**src/rtl/piso_tx.sv**
```systemverilog
// piso_tx: parallel-in, serial-out transmitter.
// Serializes one WIDTH-bit word per frame onto a single line, MSB first,
// behind a ready/valid load handshake that allows back-to-back frames with
// no idle cycle on the line.
// Optional feature: define PISO_PARITY_EN to append the even-parity bit of
// each word as an extra serial bit, making each frame WIDTH+1 cycles long.
module piso_tx #(
  parameter int WIDTH = 8
) (
  input  logic             clk,
  input  logic             reset,
  input  logic [WIDTH-1:0] data_in,
  input  logic             load_valid,
  output logic             load_ready,
  output logic             out,
  output logic             out_valid,
  output logic             done
);

  localparam int CW = $clog2(WIDTH + 1);

`ifdef PISO_PARITY_EN
  localparam int LAST = WIDTH;
`else
  localparam int LAST = WIDTH - 1;
`endif

  // Counter value of the final bit of a frame (data MSB..LSB, then parity).
  localparam logic [CW-1:0] LAST_CNT = CW'(LAST);

  typedef enum logic {
    IDLE  = 1'b0,
    SHIFT = 1'b1
  } state_e;

  state_e           state_q, state_d;
  logic [WIDTH-1:0] shift_q, shift_d;
  logic [CW-1:0]    cnt_q, cnt_d;
  logic             accept;

`ifdef PISO_PARITY_EN
  // Counter value of the data LSB; the next edge moves parity into the MSB.
  localparam logic [CW-1:0] DATA_LAST = CW'(WIDTH - 1);
  logic parity_q, parity_d;
`endif

  // The line is the register MSB, so it never sees the inputs combinationally.
  // Once a frame has shifted out the register is all zeros and out rests at 0.
  assign out        = shift_q[WIDTH-1];
  assign out_valid  = (state_q == SHIFT);
  assign done       = (state_q == SHIFT) && (cnt_q == LAST_CNT);
  assign load_ready = (state_q == IDLE) || done;
  assign accept     = load_valid && load_ready;

  // Next-state logic: shift while in a frame, reload on an accepted handshake.
  always_comb begin
    // NOTE: every variable gets a default before any branch, so no path leaves
    // one unassigned and no latch is inferred.
    state_d  = state_q;
    shift_d  = shift_q;
    cnt_d    = cnt_q;
`ifdef PISO_PARITY_EN
    parity_d = parity_q;
`endif
    if (state_q == SHIFT) begin
      shift_d = {shift_q[WIDTH-2:0], 1'b0};
      cnt_d   = cnt_q + CW'(1);
`ifdef PISO_PARITY_EN
      // Lower bits are already zero here, so the parity bit lands alone in the MSB.
      if (cnt_q == DATA_LAST) shift_d[WIDTH-1] = parity_q;
`endif
      if (done) begin
        state_d = IDLE;
        cnt_d   = '0;
      end
    end
    // A handshake in the last-bit cycle overrides the return to IDLE, which is
    // what keeps out_valid high across consecutive frames.
    if (accept) begin
      state_d  = SHIFT;
      shift_d  = data_in;
      cnt_d    = '0;
`ifdef PISO_PARITY_EN
      parity_d = ^data_in;
`endif
    end
  end

  // State registers with asynchronous active-low reset; reset aborts any frame.
  always_ff @(posedge clk or negedge reset) begin
    if (!reset) begin
      state_q  <= IDLE;
      shift_q  <= '0;
      cnt_q    <= '0;
`ifdef PISO_PARITY_EN
      parity_q <= 1'b0;
`endif
    end else begin
      // NOTE: non-blocking assignments so every register samples pre-edge values.
      state_q  <= state_d;
      shift_q  <= shift_d;
      cnt_q    <= cnt_d;
`ifdef PISO_PARITY_EN
      parity_q <= parity_d;
`endif
    end
  end

endmodule

```
**config.mk**
```make
export PLATFORM = sky130hd
export DESIGN_NAME = piso_tx
export DESIGN_NICKNAME = d
export VERILOG_FILES = /design/src/rtl/piso_tx.sv
export SDC_FILE = /design/constraint.sdc
export NUM_CORES = 1
export LEC_CHECK = 0
export ABC_AREA = 1
export CAP_MARGIN = 10
export CORE_MARGIN = 8
export CORE_UTILIZATION = 50
export CTS_CLUSTER_SIZE = 12
export DETAILED_ROUTE_END_ITERATION = 10
export MAX_ROUTING_LAYER = met4
export PLACE_DENSITY = 0.78
export SLEW_MARGIN = 0
export SYNTH_ARGS = -nofsm -noshare
export SYNTH_HDL_FRONTEND = slang
export SYNTH_SLANG_ARGS = --single-unit
```
**constraint.sdc**
```tcl
create_clock -name clk -period 3.45 [get_ports clk]
set_clock_uncertainty 0.15 [all_clocks]
set_input_delay 1.035 -clock clk [delete_from_list [all_inputs] [get_ports clk]]
set_output_delay 1.035 -clock clk [all_outputs]
set_load 0.02 [all_outputs]
```
# After elaboration in Yosys (flattened, before gate mapping)
# Index checks and enable logic that the tools add are counted.
# classes
addsub	1
mux	8
n_reduce_logical	4
bitwise_logic	1
n_eq_ne	1
# op_table
cell	n
$mux W8	2
$mux W4	3
$add A4 B1 Y4 const B	1
$eq A4 B3 Y1 const B	1
$mux W1	3
$logic_and A1 B1 Y1	2
$reduce_bool A2 Y1	1
$logic_or A1 B1 Y1	1
$not A1 Y1	1
# totals
output_inout_bits	4
in_bits	11
ff_bits	13
elab_cells	18

# Depth between registers and ports, before layout
# logic_depth
word_depth	5
depth_mapped	6

# Least setup slack after synthesis
# Ideal clock, no wire load.
# synth_path
kind	register to output
start	register cnt_q[0]
end	output port done
path_slack_ns	1.300
path_buffers	0
arrival_ns	0.965
path_stages_with_launch	4
path_cell_list	dfrtp_1 ha_1 nand3_2 nor2_1
# synth_via
elab_chain_len	2
# synth_rtl
element	line	source
start, declared	38	logic [CW-1:0] cnt_q, cnt_d;
start signal, assigned	102	cnt_q <= cnt_d;
$eq A4 B3 Y1	51	assign done = (state_q == SHIFT) && (cnt_q == LAST_CNT);
$logic_and A1 B1 Y1	51	
end, declared	17	output logic done
# Every way passes these cells.

# Final worst setup path
# layout_path
start	register cnt_q[0]
end	output port load_ready
# layout_via
elab_chain_len	3
# layout_rtl
element	line	source
$eq A4 B3 Y1	51	
$logic_and A1 B1 Y1	51	
$logic_or A1 B1 Y1	52	assign load_ready = (state_q == IDLE) || done;
end, declared	14	output logic load_ready,
# Every way passes these cells.

==> impl_metrics.csv <==
group,metric,value,unit
clocking,post_cts_hold_buffer_count,0,
logic_synthesis,synth.cell_area,672,µm²
clocking,clkSlewWorstSetupHoldPaths,0.07,ns
routing,first_pass_iters,4,
routing,vias_per_cell,4.94,
timing,timing.setup.tns,0,ns
floorplanning,die_height,52.7,µm
routing,dr_total_vias,578,
logic_synthesis,yosys_register_bits,13,
worst_setup_path,worst-endpoint-required,2.26,ns
clocking,cts.sink_count,13,
routing,drt_first_iter_violations,11,
worst_setup_path,critical_path.startpoint_type,"register",
timing,finalHoldViolCount,0,
finish,final_cell_count_no_fill,117,
flow_run,drv.max_cap_violation_count,0,
worst_setup_path,critPathMaxFanout,13,
finish,fill_cells,125,
placed_design,detailedPlacementHpwl,1050,µm
pwr,power_leakage,0.392,nW
logic_synthesis,synth.yosys.warnings,0,
worst_setup_path,crit-reg2reg-capture,"shift_q[2]$_DFFE_PN0P_",
floorplanning,initial_core_util,0.523,
logic_synthesis,synthTopCellsByArea,"sky130_fd_sc_hd__dfrtp_1 48%, sky130_fd_sc_hd__nand3_1 13%, sky130_fd_sc_hd__nand2_1 12%",
timing,unrepaired_setup_endpoints_after_global_routing,"no",
routing,route.final.wire_length,1450,µm
pwr,total_power,605,µW
logic_synthesis,netlist-cell-type-count,16,
global_routing,first_global_vias,569,
placed_design,gp_routability_congestion,0.820,
global_routing,grt_start_max_net_pins,20,
timing,timing.final.crit_period,3.05,ns
clocking,clk-insertion-delay-late,0.27,ns
logic_synthesis,ys_seq_area_frac,0.484,
logic_synthesis,synthDominantCellAreaShare,0.484,
worst_setup_path,rr_worst_depth,6,
timing,max_freq,328,MHz
finish,mostFrequentLayoutCell,"sky130_fd_sc_hd__nand2_1",
floorplanning,boundaryPins,15,
clocking,numCtsBuffers,3,
worst_setup_path,startpoint_of_the_most_critical_register_to_register_path,"cnt_q[0]$_DFFE_PN0P_",
clocking,cts.path.max_buffers,2,
worst_setup_path,crit_start,"cnt_q[0]$_DFFE_PN0P_",
logic_synthesis,synthDominantAreaCellType,"sky130_fd_sc_hd__dfrtp_1",
logic_synthesis,synth.net_count,98,
timing,max-slew-margin-rel,0.604,
clocking,root_buffer,"sky130_fd_sc_hd__clkbuf_4",
status,outcome,"completed",
pwr,worst_ir_drop_vdd,381,µV
placed_design,numPlacedInstances,113,
global_routing,overflow,0,
finish,area_delta_synth_final,24.8,%
floorplanning,die_area,2770,µm²
worst_setup_path,critPathCaptureType,"output port",
worst_setup_path,worstSetupEndpoint,"load_ready",
logic_synthesis,syn-mean-instance-area,7.81,µm²
logic_synthesis,syn-instance-count,86,
clocking,cts.htree.levels,1,
clocking,post_cts_repair_timing_setup_buffer_count,0,
timing,worst_pin_slew,0.592,ns
routing,wl_cell,12.4,µm
global_routing,grt.total_usage,0.118,
floorplanning,placeableCoreArea,1280,µm²
pwr,power_density,722,nW/µm²
worst_setup_path,regToRegSetupSlack,1.88,ns
routing,drt.antenna.violating_nets,0,
hold_path,hold_class,"reg2reg",
finish,finalCoreUtilization,0.652,
finish,antenna-diode-count,0,
finish,nNetsFinal,115,
worst_setup_path,crit_type,"reg2out",
floorplanning,rows,13,
placed_design,placement.io_buffers,14,
worst_setup_path,cp_data_arrival_time,1.87,ns
floorplanning,fp.dieW,52.7,µm
timing,post-route-period-util,0.885,
global_routing,grt_antenna_before_repair,0,
finish,final_cell_mix,"22 x sky130_fd_sc_hd__nand2_1, 17 x sky130_fd_sc_hd__nand3_1, 14 x sky130_fd_sc_hd__clkdlybuf4s50_1, 13 x sky130_fd_sc_hd__dfrtp_1, 11 x sky130_fd_sc_hd__inv_1",
routing,detail_route.drc_violations,0,
timing,setup_violations,0,
timing,finalMaxSlewViolations,0,
finish,share_of_post_route_cells_with_drive_strength_above_1,0.0784,
clocking,tritoncts,"built",
global_routing,grt_first_pass_wirelength,2390,µm
clocking,postCtsResizedCells,0,
==> report_power, final <==
group / internal [mW] / switching, mW / leakage [nW]
sequential: 0.213 / 0.0497 / 0.165
combinational: 0.107 / 0.143 / 0.212
clock: 0.0448 / 0.0470 / 0.0150
==> layout make-up <==
type,instances,area [µm²],share of cell area
clock buffers,4,26.3,0.0313
inverters,11,41.3,0.0493
multi-input cells,59,279,0.333
flip-flops and latches,13,325,0.388
well taps,15,18.8,0.0224
repair buffers,15,148,0.176
==> worst max-delay path, stage by stage, from the launching register on <==
cell and delay [ns]:
sky130_fd_sc_hd__dfrtp_1 0.41, sky130_fd_sc_hd__ha_1 0.23, sky130_fd_sc_hd__nand3_2 0.10, sky130_fd_sc_hd__nand2_2 0.21, sky130_fd_sc_hd__clkdlybuf4s50_1 0.65
==> worst min-delay path by stage <==
stage,from,to,slack (ns),cells past startpoint
floorplan,shift_q[1]$_DFFE_PN0P_,shift_q[1]$_DFFE_PN0P_,0.32,2
global placement,shift_q[4]$_DFFE_PN0P_,shift_q[4]$_DFFE_PN0P_,0.33,2
detailed placement,shift_q[5]$_DFFE_PN0P_,shift_q[5]$_DFFE_PN0P_,0.33,2
CTS,shift_q[5]$_DFFE_PN0P_,shift_q[5]$_DFFE_PN0P_,0.35,2
global route,shift_q[2]$_DFFE_PN0P_,shift_q[2]$_DFFE_PN0P_,0.38,2
finish,shift_q[2]$_DFFE_PN0P_,shift_q[2]$_DFFE_PN0P_,0.35,2
==> per-stage QoR <==
stage / setup WS [ns] / area, µm² / hold slack, ns
after floorplan: 1.30 / 672 / 0.315
after global placement: 0.716 / 812 / 0.332
after detailed placement: 0.695 / 812 / 0.333
after CTS: 0.388 / 838 / 0.352
after global routing: 0.285 / 838 / 0.379
final: 0.397 / 838 / 0.353
==> cells in the mapped netlist <==
cell type and number:
sky130_fd_sc_hd__nand2_1 22, sky130_fd_sc_hd__inv_1 11, sky130_fd_sc_hd__dfrtp_1 13, sky130_fd_sc_hd__nor2_1 9, sky130_fd_sc_hd__clkbuf_4 1, sky130_fd_sc_hd__nand2_2 2
sky130_fd_sc_hd__nand3_2 1, sky130_fd_sc_hd__o21ai_1 1, sky130_fd_sc_hd__buf_4 1, sky130_fd_sc_hd__ha_1 1, sky130_fd_sc_hd__buf_6 1, sky130_fd_sc_hd__o21ai_0 2
sky130_fd_sc_hd__nand4_1 1, sky130_fd_sc_hd__a21oi_1 2, sky130_fd_sc_hd__nor2_4 1, sky130_fd_sc_hd__nand3_1 17
==> cell families (layout without fill, tap and decap cells) <==
kind of cell | count (synthesis) | in the layout | synth area share
simple gates | 53 | 53 | 0.359
buf+inv | 14 | 30 | 0.101
flops | 13 | 13 | 0.484
compound gates | 5 | 5 | 0.0372
fa+ha+maj | 1 | 1 | 0.0186
==> sequential cells by signal, summed over array words and instances (netlist names) <==
signal / cells
cnt_q: 4
shift_q: 8
out_valid: 1
==> metal layers <==
| layer | vias up | part of all wire | global-route usage |
|---|---|---|---|
| met5 | - | 0 | - |
| met4 | 0 | 0.0034 | 0.0129 |
| met3 | 2 | 0.063 | 0.0710 |
| met2 | 12 | 0.52 | 0.186 |
| met1 | 260 | 0.42 | 0.130 |
| li1 | 304 | - | - |
No activity file was read; power rests on OpenSTA's default activity.
